===== config.mk =====
export PLATFORM = sky130hd
export DESIGN_NAME = raizing_extratext_wr
export DESIGN_NICKNAME = d
export VERILOG_FILES = /design/src/rtl/raizing_pkg.sv /design/src/rtl/raizing_extratext_clr.sv /design/src/rtl/raizing_extratext_wr.sv
export SDC_FILE = /design/constraint.sdc
export NUM_CORES = 1
export LEC_CHECK = 0
export ABC_AREA = 1
export ABC_CLOCK_PERIOD_IN_PS = 2050
export CORE_UTILIZATION = 45
export DETAILED_ROUTE_END_ITERATION = 6
export PLACE_DENSITY = 0.81
export SYNTH_ARGS = -nofsm -noshare
export SYNTH_HDL_FRONTEND = slang
export SYNTH_HIERARCHICAL = 1
export SYNTH_SLANG_ARGS = --single-unit

===== constraint.sdc =====
create_clock -name CLK -period 2.05 [get_ports CLK]
set_input_delay 0.5125 -clock CLK [delete_from_list [all_inputs] [get_ports CLK]]
set_output_delay 0.5125 -clock CLK [all_outputs]
set_load 0.02 [all_outputs]

===== src/rtl/raizing_pkg.sv =====
// Shared definitions for the Raizing extra-text layer: writer FSM states,
// region encoding and constants also used by the renderer.
package raizing_pkg;

  // Stored scroll values are raw; the renderer adds this bias.
  localparam logic [5:0] EXTRATEXT_SCROLL_BIAS = 6'h2C;

  typedef enum logic [2:0] {
    ST_IDLE,
    ST_WRITE,
    ST_RDWAIT,
    ST_ACK,
    ST_CLEAR
  } wr_state_e;

  typedef enum logic [1:0] {
    REG_VRAM,
    REG_SELECT,
    REG_SCROLL
  } region_e;

  // VRAM beats select beats scroll when the decoder raises several selects.
  function automatic region_e region_decode(input logic vram_cs,
                                            input logic select_cs,
                                            input logic scroll_cs);
    if (vram_cs)        return REG_VRAM;
    else if (select_cs) return REG_SELECT;
    else if (scroll_cs) return REG_SCROLL;
    else                return REG_SCROLL;
  endfunction

endpackage


===== src/rtl/raizing_extratext_clr.sv =====
// Text VRAM zero-fill engine: pending-request latch plus a sweep counter that
// walks 0..VRAM_WORDS-1 once per start and stops on the last word.
module raizing_extratext_clr #(
  parameter int VRAM_WORDS = 4096,
  parameter int ADDR_W     = 12
) (
  input  logic              CLK,
  input  logic              RESET,
  input  logic              clear_req,
  input  logic              start,
  output logic              pend,
  output logic              busy,
  output logic [ADDR_W-1:0] addr,
  output logic              done
);

  localparam logic [ADDR_W-1:0] LAST_ADDR = ADDR_W'(VRAM_WORDS - 1);

  // NOTE: sequential state uses non-blocking assignments only, so every
  // register sees pre-edge values regardless of statement order.
  always_ff @(posedge CLK) begin
    if (RESET) begin
      pend <= 1'b0;
      busy <= 1'b0;
      addr <= '0;
    end else begin
      // A request arriving while a sweep runs re-arms for one more sweep.
      if (clear_req)  pend <= 1'b1;
      else if (start) pend <= 1'b0;

      if (start) begin
        busy <= 1'b1;
        addr <= '0;
      end else if (busy) begin
        if (addr == LAST_ADDR) busy <= 1'b0;
        else                   addr <= addr + ADDR_W'(1);
      end
    end
  end

  assign done = busy && (addr == LAST_ADDR);

endmodule


===== src/rtl/raizing_extratext_wr.sv =====
// CPU-side writer for the Raizing extra-text layer: 68000 bus slave in front of
// the text VRAM, line-select and line-scroll RAMs, with a VRAM clear engine.
module raizing_extratext_wr
  import raizing_pkg::*;
#(
  parameter int READ_LAT   = 2,
  parameter int VRAM_WORDS = 4096
) (
  input  logic        CLK,
  input  logic        RESET,
  input  logic [23:1] CPU_ADDR,
  input  logic [15:0] CPU_DIN,
  output logic [15:0] CPU_DOUT,
  input  logic        CPU_RW,
  input  logic        CPU_AS_N,
  input  logic        CPU_UDS_N,
  input  logic        CPU_LDS_N,
  input  logic        TEXTVRAM_CS,
  input  logic        TEXTSELECT_CS,
  input  logic        TEXTSCROLL_CS,
  output logic        DTACK_N,
  input  logic        CLEAR_REQ,
  output logic        BUSY,
  output logic [11:0] TEXTVRAM_WADDR,
  output logic [15:0] TEXTVRAM_WDATA,
  output logic [1:0]  TEXTVRAM_WE,
  input  logic [15:0] TEXTVRAM_RDATA,
  output logic [7:0]  TEXTSELECT_WADDR,
  output logic [15:0] TEXTSELECT_WDATA,
  output logic [1:0]  TEXTSELECT_WE,
  input  logic [15:0] TEXTSELECT_RDATA,
  output logic [7:0]  TEXTSCROLL_WADDR,
  output logic [15:0] TEXTSCROLL_WDATA,
  output logic [1:0]  TEXTSCROLL_WE,
  input  logic [15:0] TEXTSCROLL_RDATA
);

  localparam int CNT_W = $clog2(READ_LAT + 1) + 1;

  wr_state_e         state;
  region_e           region;
  logic              armed;
  logic [CNT_W-1:0]  rd_cnt;
  logic [11:0]       vram_waddr;
  logic [15:0]       vram_wdata;
  logic [1:0]        vram_we;
  logic [15:0]       rdata_sel;

  logic              clr_pend;
  logic              clr_busy;
  logic              clr_done;
  logic              clr_start;
  logic [11:0]       sweep_addr;

  // Upper address bits are decoded upstream into the CS lines.
  logic unused_addr_bits;
  assign unused_addr_bits = ^CPU_ADDR[23:13];

  logic    access_req;
  logic [1:0] wr_be;
  region_e req_region;

  assign access_req = !CPU_AS_N && (!CPU_UDS_N || !CPU_LDS_N) && armed &&
                      (TEXTVRAM_CS || TEXTSELECT_CS || TEXTSCROLL_CS);
  assign wr_be      = CPU_RW ? 2'b00 : {!CPU_UDS_N, !CPU_LDS_N};
  assign req_region = region_decode(TEXTVRAM_CS, TEXTSELECT_CS, TEXTSCROLL_CS);
  assign clr_start  = (state == ST_IDLE) && !access_req && clr_pend;

  // NOTE: combinational blocks assign a default first so no path can
  // leave the output unassigned and infer a latch.
  always_comb begin
    rdata_sel = TEXTSCROLL_RDATA;
    unique case (region)
      REG_VRAM:   rdata_sel = TEXTVRAM_RDATA;
      REG_SELECT: rdata_sel = TEXTSELECT_RDATA;
      default:    rdata_sel = TEXTSCROLL_RDATA;
    endcase
  end

  raizing_extratext_clr #(
    .VRAM_WORDS (VRAM_WORDS),
    .ADDR_W     (12)
  ) u_clr (
    .CLK       (CLK),
    .RESET     (RESET),
    .clear_req (CLEAR_REQ),
    .start     (clr_start),
    .pend      (clr_pend),
    .busy      (clr_busy),
    .addr      (sweep_addr),
    .done      (clr_done)
  );

  always_ff @(posedge CLK) begin
    if (RESET) begin
      state            <= ST_IDLE;
      region           <= REG_VRAM;
      armed            <= 1'b1;
      rd_cnt           <= '0;
      DTACK_N          <= 1'b1;
      CPU_DOUT         <= '0;
      vram_waddr       <= '0;
      vram_wdata       <= '0;
      vram_we          <= '0;
      TEXTSELECT_WADDR <= '0;
      TEXTSELECT_WDATA <= '0;
      TEXTSELECT_WE    <= '0;
      TEXTSCROLL_WADDR <= '0;
      TEXTSCROLL_WDATA <= '0;
      TEXTSCROLL_WE    <= '0;
    end else begin
      if (CPU_AS_N) armed <= 1'b1;

      unique case (state)
        ST_IDLE: begin
          // A CPU access takes precedence over a pending clear.
          if (access_req) begin
            armed  <= 1'b0;
            region <= req_region;
            rd_cnt <= '0;
            state  <= CPU_RW ? ST_RDWAIT : ST_WRITE;
            unique case (req_region)
              REG_VRAM: begin
                vram_waddr <= CPU_ADDR[12:1];
                vram_wdata <= CPU_DIN;
                vram_we    <= wr_be;
              end
              REG_SELECT: begin
                TEXTSELECT_WADDR <= CPU_ADDR[8:1];
                TEXTSELECT_WDATA <= CPU_DIN;
                TEXTSELECT_WE    <= wr_be;
              end
              default: begin
                TEXTSCROLL_WADDR <= CPU_ADDR[8:1];
                TEXTSCROLL_WDATA <= CPU_DIN;
                TEXTSCROLL_WE    <= wr_be;
              end
            endcase
          end else if (clr_pend) begin
            state <= ST_CLEAR;
          end
        end

        ST_WRITE: begin
          vram_we       <= '0;
          TEXTSELECT_WE <= '0;
          TEXTSCROLL_WE <= '0;
          DTACK_N       <= 1'b0;
          state         <= ST_ACK;
        end

        ST_RDWAIT: begin
          if (rd_cnt == CNT_W'(READ_LAT)) begin
            CPU_DOUT <= rdata_sel;
            DTACK_N  <= 1'b0;
            state    <= ST_ACK;
          end else begin
            rd_cnt <= rd_cnt + CNT_W'(1);
          end
        end

        ST_ACK: begin
          if (CPU_AS_N) begin
            DTACK_N <= 1'b1;
            state   <= ST_IDLE;
          end
        end

        ST_CLEAR: begin
          if (clr_done) state <= ST_IDLE;
        end

        default: state <= ST_IDLE;
      endcase
    end
  end

  // The sweep owns the VRAM write port for the whole clear.
  assign TEXTVRAM_WADDR = clr_busy ? sweep_addr : vram_waddr;
  assign TEXTVRAM_WDATA = clr_busy ? 16'h0000   : vram_wdata;
  assign TEXTVRAM_WE    = clr_busy ? 2'b11      : vram_we;
  assign BUSY           = clr_busy;

endmodule


# [Word-level counts from Yosys, hierarchy flattened]
# Index checks and enable logic that the tools add are counted.
[totals] output_inout_bits=100 regBits=122
[classes] n_eq_ne=17 reduce_logical=34 n_mux=37 bitwise=2 n_addsub=2
[op_table] operator="16-bit one-hot mux with 2 select lines" n=1
[op_table] operator="3-bit AND reduction" n=8
[op_table] operator="2-bit 2-to-1 mux" n=11
[op_table] operator="3-bit 2-to-1 mux" n=7
[op_table] operator="16-bit 2-to-1 mux" n=1
[op_table] operator="3-bit one-hot mux with 5 select lines" n=1
[op_table] operator="12-bit by 1-bit adder with 12-bit output, second input constant" n=1
[op_table] operator="12-bit equality test, second input constant" n=1
[op_table] operator="12-bit 2-to-1 mux" n=1
[op_table] operator="2-bit != test, second input constant" n=6
[op_table] operator="2-bit one-hot mux with 2 select lines" n=3
[op_table] operator="1-bit 2-to-1 mux" n=10
[op_table] operator="3-bit by 2-bit equality test with 1-bit output, second input constant" n=3
[op_table] operator="1-bit logical AND" n=6
[op_table] operator="3-bit one-hot mux with 2 select lines" n=1
[op_table] operator="2-bit AND reduction" n=3
[op_table] operator="2-bit nonzero test" n=3
[op_table] operator="2-bit by 1-bit equality test with 1-bit output, second input constant" n=2
[op_table] operator="1-bit zero test" n=4
[op_table] operator="2-bit zero test" n=2
[op_table] operator="2-bit by 1-bit != test with 1-bit output, second input constant" n=2
[op_table] operator="4-bit AND reduction" n=1
[op_table] operator="2-bit OR reduction" n=2
[op_table] operator="3-bit by 1-bit adder with 3-bit output, second input constant" n=1
[op_table] operator="other kinds (8)" n=11

# [Longest topological paths before layout]
[logic_depth] ltp_word=10 ltp_mapped=11 mapped_depth_nobuf=11

# [Modules after synthesis]
# The synthesis kept the hierarchy.
[modules_own_cells] mod="raizing_extratext_wr" cells_per_inst=637 instances=1 area_per_inst_um2=4508.1
[modules_own_cells] mod="raizing_extratext_clr" cells_per_inst=119 instances=1 area_per_inst_um2=790.8

# [Worst setup path after synthesis]
# Ideal clock, no wire load.
[synth_timing] path_kind="in2reg" from="input port CPU_AS_N" to="register vram_waddr[0]" path_slack_ps=489 arrival_time_ps=1446 path_stages=9 setup_time_ps=116 path_cell_list="inv_1 -> nand2_1 -> nor2_2 -> nand3_4 -> nor2_2 -> inv_2 -> buf_2 -> nor2_1 -> nor2_1"
[synth_via] elab_chain_cells=5
[synth_lines] element="start: declaration" line_no="raizing_extratext_wr.sv:15" source="input logic CPU_AS_N,"
[synth_lines] element="1-bit zero test" line_no="raizing_extratext_wr.sv:63" source="assign access_req = !CPU_AS_N && (!CPU_UDS_N || !CPU_LDS_N) && armed &&"
[synth_lines] element="1-bit logical AND (3 in a row)" line_no="raizing_extratext_wr.sv:63"
[synth_lines] element="3-bit AND reduction (no source line)"
[synth_lines] element="end signal: assignment" line_no="raizing_extratext_wr.sv:124" source="vram_waddr <= CPU_ADDR[12:1];"
[synth_lines] element="end: declaration" line_no="raizing_extratext_wr.sv:44" source="logic [11:0] vram_waddr;"
# Every way passes these cells.
# A chain may end at the register's enable or synchronous reset.

# [Worst setup path in the final report]
[layout_timing] from="register u_clr.busy" to="output port TEXTVRAM_WADDR[11]"
[layout_via] elab_chain_cells=1
[layout_lines] element="start: declaration" line_no="raizing_extratext_clr.sv:12" source="output logic busy,"
[layout_lines] element="start signal: assignment" line_no="raizing_extratext_clr.sv:24" source="busy <= 1'b0;"
[layout_lines] element="start signal: assignment" line_no="raizing_extratext_clr.sv:32" source="busy <= 1'b1;"
[layout_lines] element="start signal: assignment" line_no="raizing_extratext_clr.sv:35" source="if (addr == LAST_ADDR) busy <= 1'b0;"
[layout_lines] element="12-bit 2-to-1 mux" line_no="raizing_extratext_wr.sv:179" source="assign TEXTVRAM_WADDR = clr_busy ? sweep_addr : vram_waddr;"
[layout_lines] element="end: declaration" line_no="raizing_extratext_wr.sv:24" source="output logic [11:0] TEXTVRAM_WADDR,"
# Every way passes these cells.

==> flow_summary.toml <==
[yosys]
ys_seq_area_share_pct = 46.1
synth_simple_gate_area_share_pct = 31.1
yosysTopAreaCellShare_pct = 46.1
syn_area_um2 = 5300
synth.ff_latch_count = 122
synth_edf_count = 0
synthDistinctLibCells = 31
synth-warning-count = 6
synthXorXnorAreaFrac_pct = 0.165
ys.flop_type = "dfxtp_1"
synthMuxAreaShare_pct = 0
synth_nets = 856
yosys-top-cells-area = "dfxtp_1 46%, nor2_1 15%, nand2_1 9.1%, o21ai_0 8.4%, inv_1 3.5%"
synth_largest_area_cell = "dfxtp_1"
synth_compound_area_share_pct = 14.9
synth.avg_cell_area_um2 = 7.01
synth-adder-area-share_pct = 0.708
syn-instance-count = 756
synth_top_family_by_area = "simple AND/OR/NAND/NOR gates"
async_flop_share_pct = 0

[layout]
synthToLayoutAreaGrowth_pct = 50.9
insertedDiodeCount = 0
final_util_pct = 69.7
n_fill_cell = 969
fin_nets = 1049
drive_above_1_share_pct = 9.56

[detailed_routing]
vias = 5597
wl_per_cell_um = 14.5
ant_nets = 0
drtPass1Iterations = 5
drc_errors = 0
vias_per_cell = 5.07
wl_mm = 16.0
drt_iter0_markers = 329

[job]
maxCapViolations = 0

[clocking]
numCtsBuffers = 17
clkTransAtPathRegs_ps = 60
clk_latency_ps = 410
clock-root-buffer = "clkbuf_16"
cts_num_sinks = 122
h-tree-depth = 4
clockBufferDepth = 2
hold_buffers = 0
tritoncts = "yes"

[setup_path]
crit_chain = "clkinvlp_4, buf_4, nand2_1, nand2_1, dlygate4sd2_1"
cp.required_ps = 1540
start_kind = "flip-flop"
critPathSlowestCell = "dfxtp_4"
critPathCaptureType = "output pin"
crit_arrival_ps = 1470
criticalPathCategory = "reg -> out"
crit_path_max_fanout = 9
timing.rr.start = "u_clr/addr[1]"
critPathLaunch = "u_clr/busy"
crit_path_max_incr_delay_ps = 380
cpMostUsedCell = "nand2_1"

[sta]
tightestPinTransition_ps = 1070
final.setup.worst_slack_ps = 66.8
slew_headroom_pct = 28.7
fin_skew_ps = 6.59
final-hold-violation-count = 0
setup_viol = 0
timing.setup.tns_ps = 0
drv_slew = 0
fin_crit_ps = 1980
fin_crit_sh_pct = 96.7
timing.fmax_ghz = 0.504

[global_routing]
grtUsageTotal_pct = 27.0
grt_max_degree = 73
overflow = 0
grt_pass1_wl_mm = 26.4
grt_pass1_vias = 5386
antenna_found_initial = 0

[placement]
dp_hpwl_mm = 10.8
preCtsSetupSlack_ps = -67.3
port_buffers = 185
gp_congestion = 0.878

[floorplanning]
io_pins = 197
die_h_um = 111
dieArea_um2 = 12200
initial_core_util_pct = 46.2
num_rows = 39
coreArea_um2 = 11500
die_w_um = 111

[worst_hold_path]
min_from = "DTACK_N"
hold_class = "reg -> reg"

[outcome]
status = "completed"

[power_and_ir_drop]
p_total_mw = 7.60
ir_drop_v = 0.000593
power_density_nw_per_um2 = 951
leakagePower_nw = 3.54
==> worst paths after layout <==
kind | slack (ps) | end | depth (start not counted)
worst min-delay path | 470 | DTACK_N | 2
worst max register to register | 340 | state[1] | 10
worst min register to register | 470 | DTACK_N | 2
worst max-delay path | 70 | TEXTVRAM_WADDR[11] | 5
==> logic make-up after synthesis <==
kind of cell    after synthesis
flops                       122
buf+inv                      93
xor+xnor                      1
compound gates              144
simple gates                393
fa+ha+maj                     3
==> through the flow <==
stage                     hold WS (ps)  instances  instance area [um^2]
after floorplan                    436        756                  5300
after global placement             450       1071                  7420
after detailed placement           452       1071                  7420
after CTS                          467       1105                  8000
after global routing               488       1105                  7990
final                              466       1105                  7990
==> cell usage in the layout, fill, tap and decap left out, types with 2 or more instances in the layout <==
cell,count
clkinv_4,2
a21oi_1,20
nand3_1,21
nand2_2,4
clkdlybuf4s50_1,154
nand2_1,128
clkdlybuf4s15_1,7
inv_2,6
buf_12,6
nor2_4,6
dlygate4sd2_1,20
nand4_1,8
a31oi_1,13
o211a_1,3
a22oi_1,13
clkinvlp_4,6
dfxtp_1,121
o21ai_1,3
o21ai_0,89
clkinv_2,2
nand3_2,4
bufinv_16,2
clkbuf_2,4
buf_4,20
clkbuf_16,17
inv_1,48
nor3_1,3
nor2_2,4
or2_2,2
ha_1,3
nor2_1,210
==> cells in the mapped netlist, types with 4 or more instances <==
cell type / number
nor2_1: 210
inv_2: 5
nand3_1: 21
a22oi_1: 13
nand4_1: 8
nor2_2: 4
nand3_2: 4
a31oi_1: 13
nand2_1: 128
a21oi_1: 20
buf_2: 16
o21ai_0: 89
dfxtp_1: 122
nand2_2: 4
clkbuf_1: 20
nor2_4: 6
inv_1: 50
==> critical path, delay by kind of cell, from the launching register on <==
family,cells,cell delay (ps)
buf+inv,3,570
simple gates,2,110
flops,1,380
==> what timing repair did <==
| item | 4_1_cts | 5_1_grt |
|---|---|---|
| endpoints found under the setup margin | 31 | 14 |
| gates resized for setup | 36 | 14 |
| hold endpoints to repair | 0 | 0 |
| buffers inserted | 2 | 0 |
==> sequential cells by signal, summed over array words and instances (netlist names), 3 cells and up <==
name,flops
rd_cnt,3
u_clr/addr,12
TEXTSELECT_WADDR,8
TEXTSCROLL_WDATA,16
CPU_DOUT,16
TEXTSELECT_WDATA,16
vram_waddr,12
state,3
vram_wdata,16
TEXTSCROLL_WADDR,8
==> layer usage <==
metal  routed length, um  global-route usage, %  vias up  part of all wire [%]
met5                   0                      0        -                     0
met4                 345                   10.3        0                   2.2
met3                1230                   8.01       29                   7.7
met2                7930                   46.7      207                    49
met1                6540                   31.2     2537                    41
li1                    -                      -     2824                     -
==> report_power, final <==
group	switching, mW	total [mW]	internal, mW	leakage [nW]
clock	1.11	2.94	1.83	0.274
combinational	1.11	1.90	0.785	2.28
sequential	0.155	2.76	2.61	0.990
total	2.38	7.60	5.22	3.54
==> final cells by class <==
type	instances	area [um^2]	area share [%]
repair buffers	212	2090	26.1
inverters	55	210	2.63
well taps	143	179	2.24
flip-flops and latches	122	2450	30.6
clock buffers	19	443	5.54
multi-input cells	541	2480	31.1
clock inverters	13	145	1.82
No activity file was read; power rests on OpenSTA's default activity.
